[config.mk]
export PLATFORM = sky130hd
export DESIGN_NAME = chi_row_sequencer_flat
export DESIGN_NICKNAME = d
export VERILOG_FILES = /design/src/rtl/chi_seq_pkg.sv /design/src/rtl/chi_row_sequencer_if.sv /design/src/rtl/chi_seq_delay.sv /design/src/rtl/chi_row_sequencer.sv /design/src/flat_wrapper.sv
export SDC_FILE = /design/constraint.sdc
export NUM_CORES = 1
export LEC_CHECK = 0
export CAP_MARGIN = 25
export CORE_MARGIN = 2
export CORE_UTILIZATION = 40
export DETAILED_ROUTE_END_ITERATION = 10
export PLACE_DENSITY_LB_ADDON = 0.05
export SYNTH_ARGS = -nofsm -noshare
export SYNTH_HDL_FRONTEND = slang
export SYNTH_HIERARCHICAL = 1
export SYNTH_SLANG_ARGS = --single-unit
[constraint.sdc]
create_clock -name clk -period 9.33 [get_ports clk]
set_input_delay 1.866 -clock clk [delete_from_list [all_inputs] [get_ports clk]]
set_output_delay 1.866 -clock clk [all_outputs]
set_load 0.01 [all_outputs]
[src/rtl/chi_seq_pkg.sv]
// Shared constants, FSM encoding and row helper for the masked chi row sequencer.
package chi_seq_pkg;

    localparam int ROW_W     = 5;
    localparam int NSHARES   = 3;
    localparam int MAX_ROWS  = 32;
    localparam int MAX_VEC_W = ROW_W * MAX_ROWS;

    typedef enum logic [1:0] {
        IDLE  = 2'd0,
        FEED  = 2'd1,
        DRAIN = 2'd2,
        DONE  = 2'd3
    } seq_state_e;

    // Callers zero-extend their share vector to MAX_VEC_W so one helper serves any NROWS.
    function automatic logic [ROW_W-1:0] row_slice(input logic [MAX_VEC_W-1:0] vec, input int r);
        return vec[ROW_W*r +: ROW_W];
    endfunction

endpackage

[src/rtl/chi_row_sequencer_if.sv]
// Row-level link between the sequencer and the three-share chi core.
interface chi_row_sequencer_if
    import chi_seq_pkg::*;
();

    logic [ROW_W-1:0] chi_in1;
    logic [ROW_W-1:0] chi_in2;
    logic [ROW_W-1:0] chi_in3;
    logic [ROW_W-1:0] chi_out1;
    logic [ROW_W-1:0] chi_out2;
    logic [ROW_W-1:0] chi_out3;

    modport master (
        output chi_in1, chi_in2, chi_in3,
        input  chi_out1, chi_out2, chi_out3
    );

    modport slave (
        input  chi_in1, chi_in2, chi_in3,
        output chi_out1, chi_out2, chi_out3
    );

endinterface

[src/rtl/chi_seq_delay.sv]
// Shift register carrying {valid, row index} alongside the chi core pipeline.
module chi_seq_delay #(
    parameter int DEPTH = 1,
    parameter int IDX_W = 3
) (
    input  logic             clk,
    input  logic             rst,
    input  logic             feed_vld,
    input  logic [IDX_W-1:0] feed_idx,
    output logic             cap_vld,
    output logic [IDX_W-1:0] cap_idx
);

    logic             vld_p [DEPTH];
    logic [IDX_W-1:0] idx_p [DEPTH];

    always_ff @(posedge clk or posedge rst) begin
        if (rst) begin
            for (int i = 0; i < DEPTH; i++) begin
                vld_p[i] <= 1'b0;
                idx_p[i] <= '0;
            end
        end else begin
            vld_p[0] <= feed_vld;
            idx_p[0] <= feed_idx;
            for (int i = 1; i < DEPTH; i++) begin
                vld_p[i] <= vld_p[i-1];
                idx_p[i] <= idx_p[i-1];
            end
        end
    end

    assign cap_vld = vld_p[DEPTH-1];
    assign cap_idx = idx_p[DEPTH-1];

endmodule

[src/rtl/chi_row_sequencer.sv]
// Feeds a 3-share state row by row into the registered chi core and collects the result rows.
module chi_row_sequencer
    import chi_seq_pkg::*;
#(
    parameter int NROWS    = 5,
    parameter int CORE_LAT = 1
) (
    input  logic                   clk,
    input  logic                   rst_i,
    input  logic                   start_i,
    input  logic [ROW_W*NROWS-1:0] state1_i,
    input  logic [ROW_W*NROWS-1:0] state2_i,
    input  logic [ROW_W*NROWS-1:0] state3_i,
    chi_row_sequencer_if.master    chi,
    output logic [ROW_W*NROWS-1:0] state1_o,
    output logic [ROW_W*NROWS-1:0] state2_o,
    output logic [ROW_W*NROWS-1:0] state3_o,
    output logic                   busy_o,
    output logic                   done_o
);

    localparam int VEC_W = ROW_W * NROWS;
    localparam int RD_W  = $clog2(NROWS + 1);

    seq_state_e       state_q, state_d;
    logic [RD_W-1:0]  rd_q;
    logic [VEC_W-1:0] in1_q, in2_q, in3_q;
    logic [VEC_W-1:0] res1_q, res2_q, res3_q;
    logic             busy_q, done_q;
    logic             feeding, load;
    logic             cap_vld;
    logic [RD_W-1:0]  cap_idx;

    assign feeding = (state_q == FEED);
    assign load    = start_i && ((state_q == IDLE) || (state_q == DONE));

    always_comb begin
        state_d = state_q;
        case (state_q)
            IDLE:    if (start_i) state_d = FEED;
            FEED:    if (rd_q == RD_W'(NROWS - 1)) state_d = DRAIN;
            DRAIN:   if (cap_vld && (cap_idx == RD_W'(NROWS - 1))) state_d = DONE;
            DONE:    state_d = start_i ? FEED : IDLE;
            default: state_d = IDLE;
        endcase
    end

    always_ff @(posedge clk or posedge rst_i) begin
        if (rst_i) begin
            state_q <= IDLE;
            busy_q  <= 1'b0;
            done_q  <= 1'b0;
        end else begin
            state_q <= state_d;
            busy_q  <= (state_d == FEED) || (state_d == DRAIN);
            done_q  <= (state_d == DONE);
        end
    end

    // Share k is only ever muxed with share k; outside FEED the core sees zeros.
    always_comb begin
        chi.chi_in1 = '0;
        chi.chi_in2 = '0;
        chi.chi_in3 = '0;
        if (feeding) begin
            chi.chi_in1 = row_slice(MAX_VEC_W'(in1_q), int'(rd_q));
            chi.chi_in2 = row_slice(MAX_VEC_W'(in2_q), int'(rd_q));
            chi.chi_in3 = row_slice(MAX_VEC_W'(in3_q), int'(rd_q));
        end
    end

    chi_seq_delay #(
        .DEPTH (CORE_LAT),
        .IDX_W (RD_W)
    ) u_delay (
        .clk      (clk),
        .rst      (rst_i),
        .feed_vld (feeding),
        .feed_idx (rd_q),
        .cap_vld  (cap_vld),
        .cap_idx  (cap_idx)
    );

    // rd saturates at NROWS once the last row is issued, until the next load.
    always_ff @(posedge clk or posedge rst_i) begin
        if (rst_i) begin
            rd_q   <= '0;
            in1_q  <= '0;
            in2_q  <= '0;
            in3_q  <= '0;
            res1_q <= '0;
            res2_q <= '0;
            res3_q <= '0;
        end else begin
            if (load) begin
                rd_q  <= '0;
                in1_q <= state1_i;
                in2_q <= state2_i;
                in3_q <= state3_i;
            end else if (feeding && (rd_q != RD_W'(NROWS))) begin
                rd_q <= rd_q + RD_W'(1);
            end
            if (cap_vld) begin
                res1_q[ROW_W*int'(cap_idx) +: ROW_W] <= chi.chi_out1;
                res2_q[ROW_W*int'(cap_idx) +: ROW_W] <= chi.chi_out2;
                res3_q[ROW_W*int'(cap_idx) +: ROW_W] <= chi.chi_out3;
            end
        end
    end

    assign state1_o = res1_q;
    assign state2_o = res2_q;
    assign state3_o = res3_q;
    assign busy_o   = busy_q;
    assign done_o   = done_q;

endmodule

[src/flat_wrapper.sv]
// flat-port wrapper written by rule: the top's interface ports become plain ports
module chi_row_sequencer_flat import chi_seq_pkg::*;
#(
    parameter int NROWS    = 5,
    parameter int CORE_LAT = 1
)
  (clk, rst_i, start_i, state1_i, state2_i, state3_i, state1_o, state2_o, state3_o, busy_o, done_o, chi_chi_in1, chi_chi_in2, chi_chi_in3, chi_chi_out1, chi_chi_out2, chi_chi_out3);
  chi_row_sequencer_if chi_i ();
  input  logic clk;
  input  logic rst_i;
  input  logic start_i;
  input  logic [ROW_W*NROWS-1:0] state1_i;
  input  logic [ROW_W*NROWS-1:0] state2_i;
  input  logic [ROW_W*NROWS-1:0] state3_i;
  output logic [ROW_W*NROWS-1:0] state1_o;
  output logic [ROW_W*NROWS-1:0] state2_o;
  output logic [ROW_W*NROWS-1:0] state3_o;
  output logic busy_o;
  output logic done_o;
  output wire logic [$bits(chi_i.chi_in1)-1:0] chi_chi_in1;
  output wire logic [$bits(chi_i.chi_in2)-1:0] chi_chi_in2;
  output wire logic [$bits(chi_i.chi_in3)-1:0] chi_chi_in3;
  input wire logic [$bits(chi_i.chi_out1)-1:0] chi_chi_out1;
  input wire logic [$bits(chi_i.chi_out2)-1:0] chi_chi_out2;
  input wire logic [$bits(chi_i.chi_out3)-1:0] chi_chi_out3;
  assign chi_chi_in1 = chi_i.chi_in1;
  assign chi_chi_in2 = chi_i.chi_in2;
  assign chi_chi_in3 = chi_i.chi_in3;
  assign chi_i.chi_out1 = chi_chi_out1;
  assign chi_i.chi_out2 = chi_chi_out2;
  assign chi_i.chi_out3 = chi_chi_out3;
  chi_row_sequencer #(.NROWS(NROWS), .CORE_LAT(CORE_LAT)) u_core (.clk(clk), .rst_i(rst_i), .start_i(start_i), .state1_i(state1_i), .state2_i(state2_i), .state3_i(state3_i), .chi(chi_i), .state1_o(state1_o), .state2_o(state2_o), .state3_o(state3_o), .busy_o(busy_o), .done_o(done_o));
endmodule
* After elaboration in Yosys (flattened, before gate mapping)
Index checks and enable logic that the tools add are counted.
Cells by class: bitwise operators 0, equality and inequality tests 9, shift operators 7, reductions and logical operators 7, multiply operators 2, div/mod/pow operators 0, mux-type cells 13, order comparisons 0, add/sub/neg operators 2
Operators by type and width (number):
- 160-bit by 32-bit indexed part select with 5-bit output | 3
- 5-bit by 33-bit indexed part select with 25-bit output | 3
- 25-bit bitwise mux | 3
- 32-bit negation with 33-bit output | 1
- 5-bit by 33-bit variable shift with 25-bit output, first input constant | 1
- 5-bit 2-to-1 mux | 3
- 3-bit by 3-bit multiplier with 6-bit output, first input constant | 2
- 2-bit equality test, second input constant | 4
- 2-bit one-hot mux with 4 select lines | 1
- 3-bit equality test, second input constant | 2
- 2-bit 2-to-1 mux | 3
- 3-bit 2-to-1 mux | 2
- 2-bit by 1-bit equality test with 1-bit output, second input constant | 2
- 3-bit by 1-bit adder with 3-bit output, second input constant | 1
- 1-bit logical AND | 3
- 3-bit != test, second input constant | 1
- 2-bit logical NOT | 1
- 1-bit logical OR | 2
- 2-bit nonzero test | 1
- 1-bit 2-to-1 mux | 1
Storage, ports and cells: bits in read-only memories 0, bits in registers 161, output and inout bits 92, RAM bits 0, memories kept 0, input bits 93, bits in latches 0

* Depth between registers and ports, before layout
Gate-level depths: netlist (run 1).
depth in word-level cells 6, gate-level depth with buffers 8, depth with buffers taken out 6

* By module
Netlist (run 1), hierarchy kept.
By module, submodules not included:
- chi_row_sequencer | area an instance 6726.5 µm², sequential area each 3928.8 µm², cells an instance 504, times used 1
- chi_seq_delay | area an instance 103.8 µm², sequential area each 100.1 µm², cells an instance 5, times used 1

* Least setup slack after synthesis (run 1)
Ideal clock, no wire load.
path kind register to output, from reg u_core.rd_q[2], to out chi_chi_in1[0], cell stages (with the launch flop) 6, setup slack 6.060 ns, buffers on the path 2, arrival 1.404 ns, cells stage by stage dfrtp_1 > buf_2 > clkbuf_1 > a21boi_1 > o21ai_0 > nor3_1
Between the ends: longest elaborated chain between the ends 3
RTL lines:
- start, declared | line chi_row_sequencer.sv:26 | logic [RD_W-1:0] rd_q;
- start signal, assigned | line chi_row_sequencer.sv:101 | rd_q <= rd_q + RD_W'(1);
- 3-bit by 3-bit multiplier with 6-bit output | line chi_seq_pkg.sv:18 | return vec[ROW_W*r +: ROW_W];
- 160-bit by 32-bit indexed part select with 5-bit output | line chi_seq_pkg.sv:18
- 5-bit 2-to-1 mux | line chi_row_sequencer.sv:65 | if (feeding) begin
- end, declared | line flat_wrapper.sv:20 | output wire logic [$bits(chi_i.chi_in1)-1:0] chi_chi_in1;
Every way passes these cells.

* Final worst setup path (run 1)
from reg u_core.state_q[1], to out chi_chi_in1[1]
Between the ends: longest elaborated chain between the ends 2
RTL lines:
- start, declared | line chi_row_sequencer.sv:25 | seq_state_e state_q, state_d;
- start signal, assigned | line chi_row_sequencer.sv:54 | state_q <= state_d;
- 2-bit by 1-bit equality test with 1-bit output | line chi_row_sequencer.sv:34 | assign feeding = (state_q == FEED);
- named net u_core.feeding | line chi_row_sequencer.sv:30 | logic feeding, load;
- 5-bit 2-to-1 mux | line chi_row_sequencer.sv:65
The timed path passes the listed nets, and every way through them passes these cells.

==> impl_metrics.csv, run 1 <==
group,metric,value,unit
floorplanning,die_h,135,um
worst_setup_path,crit_family,"compound AO/OA/AOI/OAI gates",
synth,synth_cells,509,
floorplanning,fp.dieW,135,um
power_and_ir_drop,power_density,369,mW/mm^2
routing,dr_total_vias,4720,
synth,synth_top_family_by_area,"multiplexers",
power_and_ir_drop,seq_power_share,0.350,
synth,synthAdderAreaFrac,0.0220,
final_layout,layout.nets,794,
worst_setup_path,crit_fanout,14,
clock_tree,clock-sinks,161,
power_and_ir_drop,intPower,2410,uW
synth,ys_types,38,
synth,yosys_warnings,6,
clock_tree,cts_max_path_buffers,2,
place,gp_congestion,0.792,
power_and_ir_drop,clock_power_share,0.229,
sta,skew,0.00875,ns
global_routing,track_usage,0.187,
synth,synth_compound_area_frac,0.0808,
sta,slew_headroom,0.317,
sta,hold_ws,0.479,ns
flow_run,drv_cap,0,
worst_setup_path,r2r_slack,6.24,ns
clock_tree,cts_resized,0,
worst_setup_path,r2r_cells,7,
place,port-buffer-count,184,
routing,dr.pass1.iters,4,
synth,synthArstFlopShare,1.00,
global_routing,grt_overflow,0,
worst_hold_path,whs_endpoint,"u_core/state3_o[19]",
final_layout,area_growth,40.0,%
sta,final.min_clock_period,4.89,ns
power_and_ir_drop,pwr-share-comb,0.421,
synth,synth_area_per_cell,13.4,um^2
power_and_ir_drop,switchingPower,1110,uW
floorplanning,rows,47,
worst_setup_path,crit_buf_inv,2,
synth,synth_xor_area_frac,0.00128,
worst_setup_path,r2r-start,"u_core/u_delay/cap_idx[0]",
clock_tree,cts_tree,"done",
global_routing,grt_pass1_wl,26400,um
synth,yosys.area.top_type,"dfrtp_1",
sta,finalSetupViolations,0,
synth,synth_area_leaders,"dfrtp_1 (59%), mux2_2 (21%), ha_1 (2.2%), o21ai_0 (2.2%), a22o_1 (1.9%)",
worst_setup_path,critical_path.slowest_cell,"a21boi_1",
power_and_ir_drop,vdd_drop_max,0.154,mV
floorplanning,start_util,0.410,
clock_tree,clk_latency,0.41,ns
floorplanning,io_pins,185,
synth,ys_seq_area_frac,0.590,
worst_setup_path,arrival,3.02,ns
worst_hold_path,hold_class,"reg2reg",
routing,drtIter0Drc,231,
final_layout,drive_gt1_frac,0.246,
worst_hold_path,whs_path_depth,2,
floorplanning,dieArea,0.0181,mm^2
synth,synth-simple-area-share,0.0612,
sta,max_freq,205,MHz
synth,synth_ff_type,"dfrtp_1",
final_layout,instances_no_fill,922,
synth,synth_edf_count,0,
sta,rsz0062_at_grt,"false",
sta,finalSetupTns,0,ns
clock_tree,cts_hold_buf,0,
run_status,status,"finished clean",
global_routing,antenna_found_initial,0,
sta,final_max_slew_viol_count,0,
worst_setup_path,worstSetupPathType,"reg2out",
synth,syn-cell-area,0.00683,mm^2
routing,wirelength,16300,um
worst_setup_path,reg2reg_to,"u_core/state1_o[7]",
final_layout,utilization,0.574,
clock_tree,cts_made_buffers,17,
worst_setup_path,start_kind,"flip-flop",
worst_setup_path,end_kind,"primary output",
worst_setup_path,path_cells,"inv_1, ha_1, a21boi_1, o21ai_0, nor3_1, clkdlybuf4s50_1",
synth,yosysTopAreaCellShare,0.590,
clock_tree,postCtsSetupBuffers,0,
routing,wire_per_inst,17.7,um
sta,fin_crit_sh,0.524,
synth,ys_seq_elements,161,
routing,drc,0,
power_and_ir_drop,power.leakage,0.00400,uW
synth,muxShareOfSynthArea,0.218,
global_routing,grt_start_max_net_pins,99,
worst_setup_path,crit_required,7.46,ns
clock_tree,htreeDepth,4,
sta,hold_viol_final,0,
power_and_ir_drop,swShare,0.315,
synth,synth_nets,614,
worst_hold_path,min_from,"u_core/state3_o[19]",
place,place_inst,890,
global_routing,grt_pass1_vias,4918,
sta,max_slew.worst_pin.slew,1.02,ns
routing,vias_per_cell,5.12,
clock_tree,cts.clk_slew.worst_paths,0.06,ns
clock_tree,cts_root_buf,"clkbuf_16",
floorplanning,coreArea,0.0166,mm^2
place,hpwl,11200,um
worst_setup_path,cp_slowest_stage_delay,0.61,ns
routing,antenna_left,0,
final_layout,antennaDiodeCount,0,
-- worst reg2reg max path, delay by kind of cell (launching register included) --
kind / cells / cell delay, ns
fa+ha+maj: 2 / 0.53
simple gates: 2 / 1.50
compound gates: 1 / 0.14
buf+inv: 2 / 0.31
flops: 1 / 0.54
-- layout by cell type, fill, tap and decap left out, drive strengths merged --
cell	Yosys	routed
a211oi	1	1
a21boi	2	2
a21oi	16	16
a22o	15	15
a31oi	1	1
a32oi	2	2
a41oi	1	1
buf	18	7
bufinv	0	7
clkbuf	12	17
clkdlybuf4s50	0	184
clkinv	1	7
dfrtp	161	161
ha	12	12
inv	9	11
mux2	128	128
mux2i	5	5
nand2	34	34
nand2b	3	3
nand3b	2	2
nand4	1	1
nor2	6	6
nor2b	10	10
nor3	13	13
nor3b	5	5
nor4	1	1
nor4b	1	1
o21ai	30	30
o221ai	4	4
o22ai	8	8
o311a	1	1
o32a	4	4
or3	1	1
xnor2	1	1
-- area by class of cell --
type / count / area [um^2]
Multi-Input combinational cell: 308 / 2630
Sequential cell: 161 / 4030
Fill cell: 1360 / 7080
Timing Repair Buffer: 191 / 1900
Tap cell: 220 / 275
Clock inverter: 15 / 262
Clock buffer: 17 / 425
Inverter: 10 / 42.5
-- metal layers --
layer | vias to the layer above | wire, um | part of all wire | global-route usage
met5 | - | 0 | 0 | 0
li1 | 2199 | - | - | -
met3 | 20 | 892 | 0.055 | 0.0424
met4 | 0 | 238 | 0.015 | 0.0713
met2 | 139 | 7680 | 0.47 | 0.295
met1 | 2362 | 7510 | 0.46 | 0.253
-- power by group through the flow --
stage | Combinational [uW] | Sequential, uW | Clock (uW)
6_report | 1480 | 1230 | 807
2_1_floorplan | 822 | 1260 | 0
5_1_grt | 1610 | 1280 | 854
4_1_cts | 1500 | 1240 | 824
3_3_place_gp | 1470 | 1240 | 0
3_5_place_dp | 1500 | 1250 | 0
-- state kept, by name, indices dropped and copies added, names as in the netlist --
signal	cells
u_core/busy_o	1
u_core/done_o	1
u_core/in1_q	25
u_core/in2_q	25
u_core/in3_q	25
u_core/rd_q	3
u_core/state1_o	25
u_core/state2_o	25
u_core/state3_o	25
u_core/state_q	2
u_core/u_delay/cap_idx	3
u_core/u_delay/cap_vld	1
-- cell usage after synthesis (all sizes together), types with 3 or more instances --
| library cell | instances |
|---|---|
| a21oi | 16 |
| a22o | 15 |
| buf | 18 |
| clkbuf | 12 |
| dfrtp | 161 |
| ha | 12 |
| inv | 9 |
| mux2 | 128 |
| mux2i | 5 |
| nand2 | 34 |
| nand2b | 3 |
| nor2 | 6 |
| nor2b | 10 |
| nor3 | 13 |
| nor3b | 5 |
| o21ai | 30 |
| o221ai | 4 |
| o22ai | 8 |
| o32a | 4 |
-- metrics by stage --
| step | total power (uW) | area (um^2) | setup slack, ns |
|---|---|---|---|
| 6_report | 3520 | 9560 | 4.44 |
| 5_1_grt | 3740 | 9560 | 4.23 |
| 4_1_cts | 3570 | 9560 | 4.40 |
| 3_5_place_dp | 2750 | 8870 | 4.86 |
| 3_3_place_gp | 2700 | 8860 | 4.95 |
| 2_1_floorplan | 2080 | 6830 | 3.23 |
-- cells by family (layout without fill, tap and decap cells) --
group	Yosys count	count (layout)
flops	161	161
fa+ha+maj	12	12
xor+xnor	1	1
buf+inv	40	233
mux	133	133
simple gates	77	77
compound gates	85	85
-- worst max-delay path by stage --
stage / endpoint / startpoint / cells after the start / slack, ns
2_1_floorplan: u_core/busy_o / rst_i / 1 / 3.23
3_3_place_gp: chi_chi_in1[4] / u_core/state_q[1] / 6 / 4.95
3_5_place_dp: chi_chi_in1[2] / u_core/state_q[1] / 6 / 4.86
4_1_cts: chi_chi_in2[4] / u_core/state_q[1] / 6 / 4.40
5_1_grt: chi_chi_in1[4] / u_core/state_q[1] / 6 / 4.23
6_report: chi_chi_in1[1] / u_core/state_q[1] / 6 / 4.44
No activity file was read; power rests on OpenSTA's default activity.
==> run 2: changes to the inputs <==
Clock period 9.33 ns to 5.1 ns, I/O delays scaled along.
==> impl_metrics.csv, run 2 (synthesized netlist as in run 1, its figures left out) <==
group,metric,value,unit
sta,max_freq,248,MHz
floorplanning,fp.dieW,135,um
worst_setup_path,arrival,3.01,ns
floorplanning,dieArea,0.0181,mm^2
global_routing,grt_pass1_vias,5024,
clock_tree,cts_hold_buf,0,
sta,hold_viol_final,0,
worst_setup_path,worstSetupPathType,"reg2out",
routing,drtIter0Drc,174,
worst_setup_path,crit_family,"compound AO/OA/AOI/OAI gates",
global_routing,grt_pass1_wl,26500,um
worst_setup_path,worst-path-stages,6,
sta,hold_ws,0.479,ns
worst_setup_path,critical_path.slowest_cell,"a21boi_1",
worst_setup_path,crit_fanout,14,
worst_hold_path,whs_path_depth,2,
clock_tree,clk_latency,0.41,ns
place,hpwl,11300,um
sta,max_slew.worst_pin.slew,0.998,ns
clock_tree,cts_resized,0,
final_layout,drive_gt1_frac,0.245,
global_routing,antenna_found_initial,0,
place,gp_congestion,0.771,
power_and_ir_drop,vdd_drop_max,0.285,mV
worst_setup_path,r2r_slack,2.13,ns
clock_tree,cts_tree,"done",
routing,vias_per_cell,5.08,
place,port-buffer-count,184,
routing,wire_per_inst,17.4,um
routing,wirelength,16100,um
floorplanning,rows,47,
worst_setup_path,crit_start,"u_core/state_q[1]",
clock_tree,htreeDepth,4,
worst_setup_path,cp_slowest_stage_delay,0.62,ns
final_layout,area_growth,38.5,%
worst_setup_path,r2r_cells,7,
sta,finalSetupTns,0,ns
worst_setup_path,end_kind,"primary output",
power_and_ir_drop,power.leakage,0.00393,uW
clock_tree,cts_root_buf,"clkbuf_16",
sta,finalSetupViolations,0,
sta,final_max_slew_viol_count,0,
sta,rsz0062_at_grt,"false",
floorplanning,coreArea,0.0166,mm^2
worst_setup_path,path_cells,"inv_1, ha_1, a21boi_1, o21ai_0, nor3_1, clkdlybuf4s50_1",
sta,final.min_clock_period,4.03,ns
final_layout,fillers,1402,
floorplanning,io_pins,185,
global_routing,track_usage,0.186,
place,placed_area,0.00889,mm^2
clock_tree,clock-sinks,161,
clock_tree,cts_made_buffers,17,
sta,slew_headroom,0.335,
floorplanning,die_h,135,um
power_and_ir_drop,power_density,651,mW/mm^2
worst_hold_path,min_from,"u_core/state3_o[19]",
floorplanning,start_util,0.410,
run_status,status,"finished clean",
worst_setup_path,crit_buf_inv,2,
global_routing,grt_overflow,0,
flow_run,drv_cap,0,
sta,skew,0.00522,ns
routing,dr.pass1.iters,4,
worst_hold_path,hold_class,"reg2reg",
final_layout,antennaDiodeCount,0,
clock_tree,cts_max_path_buffers,2,
clock_tree,cts.clk_slew.worst_paths,0.06,ns
final_layout,layout_common_cells,"clkdlybuf4s50_1 (184), dfrtp_1 (161), mux2_2 (127)",
routing,dr_total_vias,4699,
worst_setup_path,crit_required,4.08,ns
final_layout,mostFrequentLayoutCell,"clkdlybuf4s50_1",
final_layout,fin_area,0.00946,mm^2
worst_setup_path,start_kind,"flip-flop",
global_routing,grt_start_max_net_pins,79,
final_layout,layout.nets,797,
routing,drc,0,
clock_tree,postCtsSetupBuffers,0,
final_layout,utilization,0.569,
routing,antenna_left,0,
worst_setup_path,r2r-start,"u_core/u_delay/cap_idx[0]",
sta,fin_crit_sh,0.790,
[run 2: area by class of cell]
type	count	area, um^2	area share
tap	220	275	0.0291
sequential	161	4030	0.426
inverter	10	41.3	0.00436
clock inverter	9	82.6	0.00873
multi-input combinational	308	2630	0.278
timing repair buffer	194	1930	0.204
clock buffer	23	478	0.0505
[run 2: where the power goes]
group	leakage, uW	internal (uW)	switching (uW)
Clock	0.000261	707	490
Sequential	0.00196	1890	369
Combinational	0.00171	1560	1140
Total	0.00393	4160	2000
[run 2: worst register-to-register path, stage by stage, from the launching register on]
cell and delay (ns):
dfrtp_1 0.54, inv_1 0.09, ha_1 0.21, ha_1 0.32, nand3b_1 0.64, nor2_1 0.72, buf_6 0.23, a22o_1 0.14
[run 2: routing by layer]
layer,wire length [um],GRT usage,up-vias
met4,242,0.0608,0
met2,7710,0.301,123
met1,7320,0.246,2363
met3,837,0.0454,19
met5,0,0,-
li1,-,-,2194
[run 2: stage by stage]
step,power (uW),worst slack (ns),instances
floorplan,3800,2.09,509
global placement,4940,1.57,891
detailed placement,5020,1.47,892
CTS,6240,1.00,924
global route,6560,0.796,925
finish,6160,1.07,925
[run 2: final timing paths]
path,endpoint
max in group asynchronous,u_core/state2_o[18]
min in group asynchronous,u_core/u_delay/cap_idx[1]
hold / removal,u_core/state3_o[19]
setup / recovery,chi_chi_in2[4]
hold reg to reg,u_core/state3_o[19]
setup reg to reg,u_core/state2_o[9]
